### config.mk
export PLATFORM = sky130hd
export DESIGN_NAME = l2_request_scheduler
export DESIGN_NICKNAME = d
export VERILOG_FILES = /design/src/rtl/l2_request_scheduler.sv
export SDC_FILE = /design/constraint.sdc
export NUM_CORES = 1
export LEC_CHECK = 0
export CAP_MARGIN = 20
export CORE_AREA = 2 2 128 130
export DETAILED_ROUTE_END_ITERATION = 8
export DIE_AREA = 0 0 130 132
export GPL_TIMING_DRIVEN = 0
export HOLD_SLACK_MARGIN = 0.15
export PLACE_DENSITY = 0.86
export SKIP_LAST_GASP = 1
export SYNTH_ARGS = -nofsm -noshare
export SYNTH_HDL_FRONTEND = slang
export SYNTH_SLANG_ARGS = --single-unit
### constraint.sdc
create_clock -name clk -period 2.41 [get_ports clk]
set_clock_uncertainty 0.05 [all_clocks]
set_input_delay 0.482 -clock clk [delete_from_list [all_inputs] [get_ports clk]]
set_output_delay 0.482 -clock clk [all_outputs]
set_load 0.01 [all_outputs]
### src/rtl/l2_request_scheduler.sv
// Shared L2 port arbiter: I-cache, D-cache and prefetcher, one latched transaction at a time.
// Define L2_SCHED_AGING_EN to let a waiting I-cache request overtake D after AGE_LIMIT grants.
module l2_request_scheduler #(
  parameter int AGE_LIMIT = 4,
  parameter int ADDR_W    = 16,
  parameter int BLOCK_W   = 128
) (
  input  logic               clk,
  input  logic               reset,
  input  logic               icache_pmem_read,
  input  logic [ADDR_W-1:0]  icache_pmem_address,
  output logic               icache_pmem_resp,
  input  logic               dcache_pmem_read,
  input  logic               dcache_pmem_write,
  input  logic [ADDR_W-1:0]  dcache_pmem_address,
  input  logic [BLOCK_W-1:0] dcache_pmem_wdata,
  output logic               dcache_pmem_resp,
  input  logic               pf_req,
  input  logic [ADDR_W-1:0]  pf_address,
  output logic               pf_resp,
  output logic [ADDR_W-1:0]  l2_address,
  output logic [BLOCK_W-1:0] l2_wdata,
  output logic               l2_read,
  output logic               l2_write,
  input  logic               l2_resp,
  output logic               ld_regs,
  output logic [1:0]         grant_id
);

  typedef enum logic [1:0] {
    IDLE,
    BUSY,
    DRAIN
  } state_t;

  localparam logic [1:0] G_NONE = 2'd0;
  localparam logic [1:0] G_I    = 2'd1;
  localparam logic [1:0] G_D    = 2'd2;
  localparam logic [1:0] G_PF   = 2'd3;

  state_t     state;
  logic [1:0] owner;
  logic [1:0] winner;
  logic       d_req;
  logic       i_req;
  logic       age_hit;
  logic       d_go;
  logic       i_go;
  logic       p_go;
  logic       busy;

  assign d_req = dcache_pmem_read | dcache_pmem_write;
  assign i_req = icache_pmem_read;

`ifdef L2_SCHED_AGING_EN
  localparam int AGE_W = $clog2(AGE_LIMIT + 1);
  localparam logic [AGE_W-1:0] AGE_MAX = AGE_W'(AGE_LIMIT);

  logic [AGE_W-1:0] age;
  logic             d_over_i;

  assign age_hit  = (age == AGE_MAX);
  assign d_over_i = (winner == G_D) & i_req;

  // Counts D grants that passed over a waiting I; saturates.
  always_ff @(posedge clk) begin
    if (reset) begin
      age <= '0;
    end else if (state == IDLE && winner != G_NONE) begin
      if (!d_over_i)
        age <= '0;
      else if (age != AGE_MAX)
        age <= age + 1'b1;
    end
  end
`else
  assign age_hit = (AGE_LIMIT < 0);
`endif

  assign d_go = d_req & ~(i_req & age_hit);
  assign i_go = i_req & ~d_go;
  assign p_go = pf_req & ~d_req & ~i_req;

  always_comb begin
    winner = G_NONE;
    unique case (1'b1)
      d_go:    winner = G_D;
      i_go:    winner = G_I;
      p_go:    winner = G_PF;
      default: winner = G_NONE;
    endcase
  end

  always_ff @(posedge clk) begin
    if (reset) begin
      state      <= IDLE;
      owner      <= G_NONE;
      l2_read    <= 1'b0;
      l2_write   <= 1'b0;
      l2_address <= '0;
      l2_wdata   <= '0;
    end else begin
      unique case (state)
        IDLE: begin
          if (winner != G_NONE) begin
            owner <= winner;
            state <= BUSY;
          end
          case (winner)
            G_D: begin
              l2_address <= dcache_pmem_address;
              l2_wdata   <= dcache_pmem_wdata;
              l2_write   <= dcache_pmem_write;
              l2_read    <= ~dcache_pmem_write;
            end
            G_I: begin
              l2_address <= icache_pmem_address;
              l2_wdata   <= '0;
              l2_write   <= 1'b0;
              l2_read    <= 1'b1;
            end
            G_PF: begin
              l2_address <= pf_address;
              l2_wdata   <= '0;
              l2_write   <= 1'b0;
              l2_read    <= 1'b1;
            end
            default: ;
          endcase
        end
        BUSY: begin
          if (l2_resp) begin
            l2_read  <= 1'b0;
            l2_write <= 1'b0;
            state    <= DRAIN;
          end
        end
        DRAIN: begin
          owner <= G_NONE;
          state <= IDLE;
        end
        default: state <= IDLE;
      endcase
    end
  end

  assign grant_id = owner;
  assign busy     = (state == BUSY);

  assign icache_pmem_resp = busy & l2_resp & (owner == G_I);
  assign dcache_pmem_resp = busy & l2_resp & (owner == G_D);
  assign pf_resp          = busy & l2_resp & (owner == G_PF);

  // Prefetch traffic alone never stalls the pipeline.
  always_comb begin
    ld_regs = 1'b0;
    unique case (state)
      IDLE:  ld_regs = ~(i_req | d_req);
      BUSY:  ld_regs = (owner == G_PF) & ~(i_req | d_req);
      DRAIN: begin
        case (owner)
          G_I:     ld_regs = ~d_req;
          G_D:     ld_regs = ~i_req;
          default: ld_regs = ~(i_req | d_req);
        endcase
      end
      default: ld_regs = 1'b0;
    endcase
  end

endmodule

# Word-level counts from Yosys, hierarchy flattened
# Cells that the tools add are included.
[word_totals] regBits=150 latch_bits=0 mem_bits_rw=0 rom_bits=0 input_bits=183 output_inout_bits=152 word_cells=58 n_memories=0
[op_classes] n_addsub=0 multipliers=0 n_div=0 n_lt_le_gt_ge=0 n_eq_ne=11 shifts=0 muxes=15 n_bitwise=14 reduce_logical=12
[ops] cell="$pmux W128 S2" count=1
[ops] cell="$pmux W16 S3" count=1
[ops] cell="$eq A2 B2 Y1 const B" count=5
[ops] cell="$pmux W1 S2" count=5
[ops] cell="$and A1 B1 Y1" count=8
[ops] cell="$pmux W2 S2" count=2
[ops] cell="$reduce_and A2 Y1" count=4
[ops] cell="$reduce_bool A2 Y1" count=4
[ops] cell="$eq A2 B1 Y1 const B" count=3
[ops] cell="$mux W2" count=3
[ops] cell="$pmux W2 S3" count=1
[ops] cell="$ne A2 B2 Y1 const B" count=2
[ops] cell="$not A1 Y1" count=4
[ops] cell="$ne A3 B2 Y1 const B" count=1
[ops] cell="$pmux W1 S3" count=1
[ops] cell="$reduce_and A3 Y1" count=1
[ops] cell="$reduce_bool A3 Y1" count=1
[ops] cell="$logic_not A2 Y1" count=1
[ops] cell="$or A1 B1 Y1" count=2
[ops] cell="$reduce_or A2 Y1" count=1
[ops] cell="$mux W1" count=1

# Logic depth before layout (Yosys ltp)
[logic_depth] ltp_word=9 mapped_depth=7 mapped_depth_nobuf=5

# Worst setup path before layout
# OpenSTA, ideal clock, no wires.
[synth_timing] path_type="input port to output port" startpoint="input dcache_pmem_write" endpoint="output ld_regs" arrival_time_ns=1.417 t_required_ns=1.878 path_slack_ns=0.461 path_stages=4 path_buffers=2 path_cell_list="or2_1 buf_2 clkbuf_1 o31ai_1"
[synth_via] elab_chain_cells=5 elab_cells_between_ends=7 cone_classes="mux (2); bitwise (5)"
[synth_rtl] element="from (decl)" line="14" rtl="input logic dcache_pmem_write,"
[synth_rtl] element="$or A1 B1 Y1 *" line="52" rtl="assign d_req = dcache_pmem_read | dcache_pmem_write;"
[synth_rtl] element="$or A1 B1 Y1" line="158, 159, 164"
[synth_rtl] element="$not A1 Y1" line="158, 159, 164"
[synth_rtl] element="$pmux W1 S2 / $and A1 B1 Y1 (equally long branches)" line="161, 159"
[synth_rtl] element="$pmux W1 S3 *" line="157" rtl="unique case (state)"
[synth_rtl] element="to (decl)" line="26" rtl="output logic ld_regs,"
# Every way passes the cells marked *; elsewhere a longest branch is shown, timed or not.

# Worst setup path in the final report
# Ends and elaborated chain as after synthesis.

==> impl_results.md <==
* Status: completed
* Global-route usage over all layers at 26.8%
* Hold bufs inserted after CTS at 0
* Hold Crit Start: l2_wdata[111]$_SDFFE_PP0P_
* Worst EP required at about 1.9 ns
* Fin Setup TNS at 0 ns
* CP Class: input port to output pin
* Max_cap viols at 0
* Count of state elements after synthesis at 150
* Global-route wire length before repair at 36.4 mm
* Largest net degree at the start of global routing at 20
* Initial core utilization at between 40 and 50%
* Post-detail-place hpwl at roughly 17 mm
* Reg-to-Reg End: l2_wdata[75]$_SDFFE_PP0P_
* DR DRC count at 0
* Final setup fails at 0
* Post-synth top area cell: dfxtp_1
* Die Span Y at 132 um
* Initial antenna violation count at 0
* Period utilization at 93.9%
* Slew @ Worst Pin at roughly 0.72 ns
* Worst-path clk slew at around 0.060 ns
* R2r setup slk at approximately 0.55 ns
* Layout fillers at between 1000 and 1500
* DR pass1 iterations at 5
* Initial DRC count at 610
* Placement Setup Slack at -0.809 ns
* Mean cell area of the mapped netlist at ~8.3 um2
* Die ar. at about 17000 um2
* CTS Buffer Depth at 2
* Achievable frequency at around 440 MHz
* Drt wl/cell at about 18 um
* Register area at approximately 3000 um2
* I/O Pins at roughly 340
* Post-Synthesis Cells at roughly 760
* Number of synthesized flops with an enable pin at 0
* Nets at 1299
* Power consumption at 7.05 mW
* CP Launch Type: input port
* Hold WS at about 0.42 ns
* Die width at between 100 and 150 um
* PortBufs at approximately 330
* ANT nets after route at 0
* H-tree Lvls at 4
* Hold EP: l2_wdata[111]$_SDFFE_PP0P_
* Routed via count at roughly 7400
* Clk sinks at 150
* Final Hold Fails at 0
* Distinct cells, synth at 30
* TritonCTS clock tree: done
* Share of cells above drive strength 1 at slightly below 7%
* Multi-input logic area at roughly 2800 um2
* CP arrival at ~1.7 ns
* Max-slew violation count at 0
* Vias in the first global route at between 6000 and 7000
* Final WS setup at 0.146 ns
* Share of the synthesized area in the top cell type at a little under half
* Worst skew pair latency at between 0.4 and 0.5 ns
* Crit Path Max Fanout at 19
* Antenna fix cells at 0
* R2R depth at 7
* Max VDD drop at 0.000450 V
* Total wire length at 23.8 mm
* Mapped Nets at ~950
* Rel. slew slack at about half
* Number of synthesis warnings at 0
* Worst hold stages at 2
* Top FF cell, synth: dfxtp_1
* Worst r2r src: state[1]$_SDFFE_PP0P_
* Clock period minus final worst setup slack at roughly 2.3 ns
* RSZ-0062 raised after global routing: no
* CTS buffer count at 17
* Crit end category: output pin
* Seq/Total Area, Yosys at a little under half
* Clk root buf: clkbuf_16
* Synthesis-to-layout area growth at 66.2%
* Placed Area at 9920 um2
* Post-CTS setup buffers at 0
* Finished layout cell area at ~10000 um2
* LEAKAGE at 3.75 nW
* Area of the mapped netlist at ~6300 um2
* # rows at 46
* Synth area leaders: dfxtp_1 48%, a21oi_1 11%, o21ai_0 11%
* Placer Congestion at around 0.86
* Pwr per Cell Area at about 670 nW/um2
* Async set-reset flop share out of synthesis at 0%
* Number of vias per cell at 5.48
* Remaining global-route overflow at 0
* Core box area at between 15000 and 20000 um2
* Worst Hold Class: register to register
-- area by class of cell --
cell class | count | area share [%]
clock buffers | 22 | 4.42
multi-input cells | 519 | 27.1
well taps | 216 | 2.57
plain buffers | 89 | 4.34
repair buffers | 333 | 31.6
clock inverters | 10 | 1.16
flip-flops and latches | 150 | 28.6
inverters | 3 | 0.107
-- synthesized netlist by cell type (3+ instances only) --
master / n
a21o_1: 16
a21oi_2: 10
inv_1: 3
nor3b_1: 4
nor2_1: 4
and2_1: 3
a21oi_1: 137
dfxtp_1: 150
o21ai_1: 15
buf_2: 20
buf_1: 5
nand2_1: 17
nor2b_1: 3
buf_6: 11
clkbuf_1: 54
nand3b_1: 17
o21ai_0: 133
nand3_1: 128
a311oi_1: 16
ha_1: 3
-- cells in the final DEF (no fill, tap or decap), drive strengths merged --
cell           instances
clkdlybuf4s50        327
dfxtp                150
o21ai                148
a21oi                147
nand3                128
clkbuf                74
buf                   38
nand2                 17
nand3b                17
a21o                  16
a311oi                16
clkinv                 6
dlygate4sd2            5
nor2                   5
inv                    4
nor3b                  4
nor2b                  3
and2                   3
ha                     3
or2                    2
or3                    2
a221oi                 2
o211ai                 2
bufinv                 2
a2bb2oi                1
o31ai                  1
nor4                   1
or4                    1
clkinvlp               1
-- where the power goes --
part	internal, mW	switching (mW)
logic	0.835	0.752
registers	2.69	0.108
clock network	1.59	1.08
total	5.11	1.94
-- layer usage --
metal  up-vias  global-route usage [%]  routed length [um]
met4         0                    11.3                 835
met1      3488                    32.6                9440
met2       338                    44.4               11500
li1       3471                       -                   -
met3        60                    7.14                1980
met5         -                       0                   0
-- sequential cells by signal, summed over array words and instances (netlist names) --
signal,flops
l2_write,1
l2_address,16
l2_read,1
l2_wdata,128
state,2
grant_id,2
-- per-stage QoR --
stage | util [%] | cells
3_5_place_dp | 63.1 | 1312
5_1_grt | 66.8 | 1342
6_report | 66.8 | 1342
2_1_floorplan | - | 763
3_3_place_gp | 63.1 | 1312
4_1_cts | 66.8 | 1342
-- repair_timing --
item / CTS / global route
gates resized for setup: 12 / 2
gates cloned: 0 / 0
setup endpoints to repair: 4 / 1
-- how the worst max path moves through the flow --
stage	to	from	slack (ns)
after detailed placement	ld_regs	dcache_pmem_write	-0.81
after global routing	ld_regs	grant_id[0]$_SDFFE_PP0P_	0.07
after global placement	ld_regs	dcache_pmem_write	-0.77
final	ld_regs	dcache_pmem_write	0.15
after CTS	ld_regs	grant_id[0]$_SDFFE_PP0P_	0.02
after floorplan	ld_regs	dcache_pmem_write	0.46
-- cell families (layout without fill, tap and decap cells) --
| group | after synthesis | after routing | share of synthesized area (%) |
|---|---|---|---|
| flip-flops | 150 | 150 | 47.5 |
| adder cells (fa/ha/maj) | 3 | 3 | 0.594 |
| buffers and inverters | 94 | 457 | 7.47 |
| AO/OA/AOI/OAI | 333 | 333 | 28.9 |
| AND/OR/NAND/NOR | 183 | 183 | 15.6 |
-- critical path, cell delays in order --
cell and delay [ns]:
dlygate4sd2_1 0.34, or2_1 0.27, buf_4 0.21, o31ai_1 0.23, buf_2 0.19
No activity file was read; power rests on OpenSTA's default activity.
